File: config.mk
export PLATFORM = sky130hd
export DESIGN_NAME = muldiv_unit
export DESIGN_NICKNAME = d
export VERILOG_FILES = /design/src/rtl/muldiv_unit.sv
export SDC_FILE = /design/constraint.sdc
export NUM_CORES = 2
export LEC_CHECK = 0
export BUFFER_PORTS_ARGS = -buffer_cell sky130_fd_sc_hd__buf_2
export CORE_MARGIN = 10
export CORE_UTILIZATION = 35
export DETAILED_ROUTE_END_ITERATION = 8
export SLEW_MARGIN = 20
export SYNTH_ARGS = -nofsm -noshare
export SYNTH_HDL_FRONTEND = slang
export SYNTH_SLANG_ARGS = --single-unit
File: constraint.sdc
create_clock -name clk_i -period 8.9 [get_ports clk_i]
set_clock_uncertainty 0.1 [all_clocks]
set_input_delay 0.445 -clock clk_i [delete_from_list [all_inputs] [get_ports clk_i]]
set_output_delay 0.445 -clock clk_i [all_outputs]
set_load 0.02 [all_outputs]
File: src/rtl/muldiv_unit.sv
// muldiv_unit: multi-cycle RV M-extension execute unit.
// The multiplier delivers its product MUL_LATENCY cycles after accept.
// The divider is a radix-2 restoring divider that works on operand magnitudes.
// It finishes with one sign-fix cycle.
module muldiv_unit #(
    parameter int XLEN        = 32,
    parameter int MUL_LATENCY = 2
) (
    input  logic            clk_i,
    input  logic            rst_n_i,
    input  logic            start_i,
    input  logic [2:0]      op_i,
    input  logic [XLEN-1:0] src_a_i,
    input  logic [XLEN-1:0] src_b_i,
    input  logic            flush_i,
    output logic            stall_req_o,
    output logic            done_o,
    output logic [XLEN-1:0] result_o
);
    localparam int CW      = $clog2(XLEN + 1);
    localparam int MUL_CNT = (MUL_LATENCY > 1) ? MUL_LATENCY - 2 : 0;

    typedef enum logic [2:0] {S_IDLE, S_MUL, S_DIV, S_FIX, S_DONE} state_e;

    state_e          state_q, state_d;
    logic [CW-1:0]   cnt_q;
    logic [2:0]      op_q;
    logic [XLEN-1:0] a_q;      // mul operand A, or dividend magnitude shifting into quotient
    logic [XLEN-1:0] b_q;      // mul operand B, or divisor magnitude
    logic [XLEN-1:0] rem_q;
    logic            neg_quo_q, neg_rem_q;
    logic [XLEN-1:0] result_q;

    logic idle_like, accept, busy;
    assign idle_like = (state_q == S_IDLE) || (state_q == S_DONE);
    assign accept    = start_i & ~flush_i & idle_like;
    assign busy      = (state_q == S_MUL) || (state_q == S_DIV) || (state_q == S_FIX);

    // Divide operand preparation at accept time.
    logic            div_sgn, a_neg, b_neg, div_zero, div_ovf;
    logic [XLEN-1:0] a_mag, b_mag, special_res;
    assign div_sgn  = ~op_i[0];
    assign a_neg    = div_sgn & src_a_i[XLEN-1];
    assign b_neg    = div_sgn & src_b_i[XLEN-1];
    assign a_mag    = a_neg ? (~src_a_i + 1'b1) : src_a_i;
    assign b_mag    = b_neg ? (~src_b_i + 1'b1) : src_b_i;
    assign div_zero = (src_b_i == '0);
    assign div_ovf  = div_sgn && (src_a_i == {1'b1, {(XLEN-1){1'b0}}}) && (&src_b_i);
    // op_i[1] selects remainder (REM/REMU) over quotient.
    assign special_res = div_zero ? (op_i[1] ? src_a_i : '1)
                                  : (op_i[1] ? '0 : src_a_i);

    // Multiplier is fed from the inputs at accept (latency 1),
    // and from the captured operands while in MUL.
    logic [2:0]        mul_op;
    logic [XLEN-1:0]   mul_a, mul_b, mul_res;
    logic              ma_sgn, mb_sgn;
    logic [XLEN:0]     ma_ext, mb_ext;
    logic [2*XLEN+1:0] prod_full;
    assign mul_op    = (state_q == S_MUL) ? op_q : op_i;
    assign mul_a     = (state_q == S_MUL) ? a_q  : src_a_i;
    assign mul_b     = (state_q == S_MUL) ? b_q  : src_b_i;
    assign ma_sgn    = (mul_op == 3'b001) || (mul_op == 3'b010);
    assign mb_sgn    = (mul_op == 3'b001);
    assign ma_ext    = {ma_sgn & mul_a[XLEN-1], mul_a};
    assign mb_ext    = {mb_sgn & mul_b[XLEN-1], mul_b};
    assign prod_full = {{(XLEN+1){ma_ext[XLEN]}}, ma_ext} * {{(XLEN+1){mb_ext[XLEN]}}, mb_ext};
    assign mul_res   = (mul_op == 3'b000) ? prod_full[XLEN-1:0] : prod_full[2*XLEN-1:XLEN];

    // One restoring-division step: shift in the next dividend bit, trial-subtract the divisor.
    logic [XLEN:0]   rem_sh;
    logic [XLEN+1:0] diff;
    logic            ge;
    logic [XLEN-1:0] rem_nx, quo_nx, quo_fin, rem_fin, fix_res;
    assign rem_sh  = {rem_q, a_q[XLEN-1]};
    assign diff    = {1'b0, rem_sh} - {2'b00, b_q};
    assign ge      = ~diff[XLEN+1];
    assign rem_nx  = ge ? diff[XLEN-1:0] : rem_sh[XLEN-1:0];
    assign quo_nx  = {a_q[XLEN-2:0], ge};
    assign quo_fin = neg_quo_q ? (~a_q + 1'b1) : a_q;
    assign rem_fin = neg_rem_q ? (~rem_q + 1'b1) : rem_q;
    assign fix_res = op_q[1] ? rem_fin : quo_fin;

    // State register.
    always_ff @(posedge clk_i or negedge rst_n_i) begin
        if (!rst_n_i) state_q <= S_IDLE;
        else          state_q <= state_d;
    end

    // Next-state logic: flush aborts any in-flight op; DONE lasts one cycle.
    always_comb begin
        state_d = state_q;
        unique case (state_q)
            S_IDLE, S_DONE: begin
                state_d = S_IDLE;
                if (accept) begin
                    if (!op_i[2])               state_d = (MUL_LATENCY == 1) ? S_DONE : S_MUL;
                    else if (div_zero | div_ovf) state_d = S_DONE;
                    else                         state_d = S_DIV;
                end
            end
            S_MUL: if (flush_i) state_d = S_IDLE; else if (cnt_q == '0) state_d = S_DONE;
            S_DIV: if (flush_i) state_d = S_IDLE; else if (cnt_q == '0) state_d = S_FIX;
            S_FIX: state_d = flush_i ? S_IDLE : S_DONE;
            default: state_d = S_IDLE;
        endcase
    end

    // Datapath: capture on accept, iterate, and load the result on the way into DONE.
    always_ff @(posedge clk_i or negedge rst_n_i) begin
        if (!rst_n_i) begin
            cnt_q     <= '0;
            op_q      <= '0;
            a_q       <= '0;
            b_q       <= '0;
            rem_q     <= '0;
            neg_quo_q <= 1'b0;
            neg_rem_q <= 1'b0;
            result_q  <= '0;
        end else if (accept) begin
            op_q      <= op_i;
            rem_q     <= '0;
            neg_quo_q <= a_neg ^ b_neg;
            neg_rem_q <= a_neg;
            if (!op_i[2]) begin
                a_q   <= src_a_i;
                b_q   <= src_b_i;
                cnt_q <= CW'(MUL_CNT);
                if (MUL_LATENCY == 1) result_q <= mul_res;
            end else begin
                a_q   <= a_mag;
                b_q   <= b_mag;
                cnt_q <= CW'(XLEN - 1);
                if (div_zero | div_ovf) result_q <= special_res;
            end
        end else if (!flush_i) begin
            unique case (state_q)
                S_MUL: begin
                    if (cnt_q == '0) result_q <= mul_res;
                    else             cnt_q    <= cnt_q - 1'b1;
                end
                S_DIV: begin
                    a_q   <= quo_nx;
                    rem_q <= rem_nx;
                    if (cnt_q != '0) cnt_q <= cnt_q - 1'b1;
                end
                S_FIX:   result_q <= fix_res;
                default: ;
            endcase
        end
    end

    assign stall_req_o = rst_n_i & (accept | busy);
    assign done_o      = (state_q == S_DONE);
    assign result_o    = result_q;
endmodule

==> impl_results.md <==
- Synth area leader: fa_1
- Min-delay worst type: primary input to flop
- Status: finished with violations
- MaxCap Viol Count: 0
- CTS sink cnt: about 140
- Top cell type's share of synthesized area: between 40% and 50%
- All-Layer GR Usage: a little under a quarter
- DRC Markers: 1
- Drt wl/cell: 23.0 µm
- Max_slew headroom: a little under two fifths
- Post-synth ARST share: between 90% and 100%
- Final GP Congestion: 0.992
- Fmax: 0.114 GHz
- Register area share after synthesis: under 10%
- Row count: 138
- Busiest layer in global routing: met2
- Post-route setup slack: 0.125 ns
- Drt pass-1 iters: 8
- PortBufs: around 100
- Post-Syn Instances: 5771
- EDFF count, synth: 0
- Startpoint Class: flop
- Final Net Count: 7703
- Vert. Die Dim: between 300 and 400 µm
- DRT Wirelength: about 190000 µm
- Largest net degree at the start of global routing: between 80 and 90
- First-pass GRT wire length: approximately 280000 µm
- CP max-delay cell: fa_1
- Clk slew on worst S/H paths: 0.07 ns
- Antenna violations before repair: 15
- Most used cell along the critical path: fa_1
- Met2 usage: about two fifths
- I/O Pins: between 100 and 150
- Synth Flop Type: dfrtp_1
- Placed cell area: roughly 57000 µm²
- Area growth, synth to finish: 19.5%
- Largest stage delay, worst path: about 0.59 ns
- Clk_lat worst skew: 0.46 ns
- Most frequent cells in the layout: inv_1, fa_1, nand2_1, buf_4, nor2_1
- RSZ-0062 raised after global routing: yes
- Distinct cells, synth: 80
- Die Width: roughly 400 µm
- M3 GR Usage: under 10%
- Final Max Slew Viols: 0
- Die Area: ~160000 µm²
- Starting Density: 35.2%
- Clk root buf: clkbuf_16
- Hold Fails Final Rpt: 0
- Setup Viol. Count Final: 0
- Syn Area/Cell: between 8 and 9 µm²
- Setup CP Type: flop to flop
- Avg Vias per Cell: ~5.2
- Top post-synthesis cells by area: fa_1, inv_1, dfrtp_1, nand2_1, ha_1
- Mapped Area: 49800 µm²
- HPWL after DPL: roughly 160000 µm
- Tightest Pin Transition: roughly 0.94 ns
- Met1 Use GR: between 30% and 40%
- Most common cell after layout, fill and taps aside: inv_1
- CP arrival: approximately 9.0 ns
- Ys Warns: 0
- Seq cells post-synth: 142
- Routed Antenna Nets: 0
- Vias in the first global route: about 45000
- Fin area: roughly 59000 µm²
- Min Tclk post-route: between 8 and 9 ns
- Layout cells sized above 1: between 10% and 20%
- H-tree levels: 4
- Core Footprint: about 140000 µm²
- GR Overflow Total: 0
- Worst-case clock buffer depth: 2
- Hold_ws: around 0.12 ns
- Dpl ws: -0.509 ns
- Crit-path max FO: 16
- Syn nets: 7219
- Via count: 42800
- Initial DRC Count: between 3000 and 4000
- Endpoint type of the worst setup path: flop
- Violated checks: design-rule violations
- Num CTS Buffers: 17
- Data required, critical path: slightly above 9 ns
- # fillers: roughly 14000
- CTS tree: yes
- Final Cycle Share: between 90% and 100%
-- synth_stat cells (all sizes together), types with 15 or more instances --
| library cell | number |
|---|---|
| nand4 | 23 |
| xnor2 | 140 |
| a211oi | 29 |
| xor2 | 75 |
| a21o | 61 |
| nor2 | 442 |
| dfrtp | 142 |
| o21ai | 234 |
| or4 | 15 |
| o21bai | 17 |
| and3 | 16 |
| clkbuf | 270 |
| ha | 251 |
| buf | 24 |
| nor3 | 36 |
| a31oi | 27 |
| o31ai | 35 |
| mux2i | 82 |
| a21oi | 163 |
| inv | 1224 |
| nand2 | 919 |
| nor4 | 19 |
| o21a | 25 |
| fa | 1126 |
| or3 | 28 |
| mux2 | 59 |
| nand3 | 56 |
| and2 | 45 |
| a22oi | 30 |
-- layer usage --
metal	vias up	wire length [µm]
met4	14	9700
met1	21900	74300
met2	1926	86300
met3	425	17200
li1	18500	-
met5	-	69
-- per-stage QoR --
step | util (%) | cells | setup TNS (ns)
global route | 42.0 | 8159 | -1.03
finish | 42.1 | 8166 | 0
CTS | 41.2 | 8126 | -0.0566
detailed placement | 40.6 | 8089 | -5.72
floorplan | - | 5771 | 0
global placement | 40.6 | 8089 | -4.16
-- cells by family after synthesis --
kind of cell	after synthesis	share of synthesized area, %
AO/OA/AOI/OAI	725	9.18
XOR/XNOR	215	3.78
adder cells (fa/ha/maj)	1377	51.6
buffers and inverters	1519	11.5
flip-flops	142	7.14
multiplexers	141	2.98
AND/OR/NAND/NOR	1652	13.8
-- critical path, delay by kind of cell (launching register included) --
kind | cells | cell delay (ns)
AND/OR/NAND/NOR | 3 | 0.49
adder cells (fa/ha/maj) | 9 | 4.47
AO/OA/AOI/OAI | 8 | 1.29
flip-flops | 1 | 0.41
buffers and inverters | 11 | 1.26
multiplexers | 1 | 0.30
XOR/XNOR | 1 | 0.30
-- what timing repair did --
action                                  CTS  global route
gates resized for setup                  61           193
hold buffers                              1             0
endpoints found under the setup margin   32            32
gates cloned                              0             1
setup buffers                             4            31
endpoints found under the hold margin    26             0
pin swaps                                 7           122
-- registers in the layout (all words and copies together) (netlist names) --
name / flops
a_q: 32
b_q: 32
cnt_q: 6
neg_quo_q: 1
neg_rem_q: 1
op_q: 3
rem_q: 32
result_o: 32
state_q: 3
-- cell type report --
type	count	area (µm²)	area share [%]
inverters	1225	4600	7.74
multi-input cells	4110	41600	70.0
well taps	1890	2360	3.98
diodes	8	20.0	0.0337
repair buffers	759	6670	11.2
flip-flops and latches	142	3550	5.98
clock buffers	18	439	0.738
clock inverters	14	193	0.324
-- path summary, 6_finish.rpt --
kind	slack [ns]	depth (start not counted)	start	to
setup / recovery	0.12	33	state_q[1]	result_o[14]
hold / removal	0.12	2	flush_i	state_q[0]
setup reg to reg	0.12	33	state_q[1]	result_o[14]
hold reg to reg	0.42	2	b_q[5]	b_q[5]
max in group asynchronous	6.29	4	rst_n_i	rem_q[3]
min in group asynchronous	0.33	2	rst_n_i	rem_q[26]
Power is left out: the tool's default activity adds up to more than one toggle a clock period on the data nets, which glitch-free logic cannot reach.
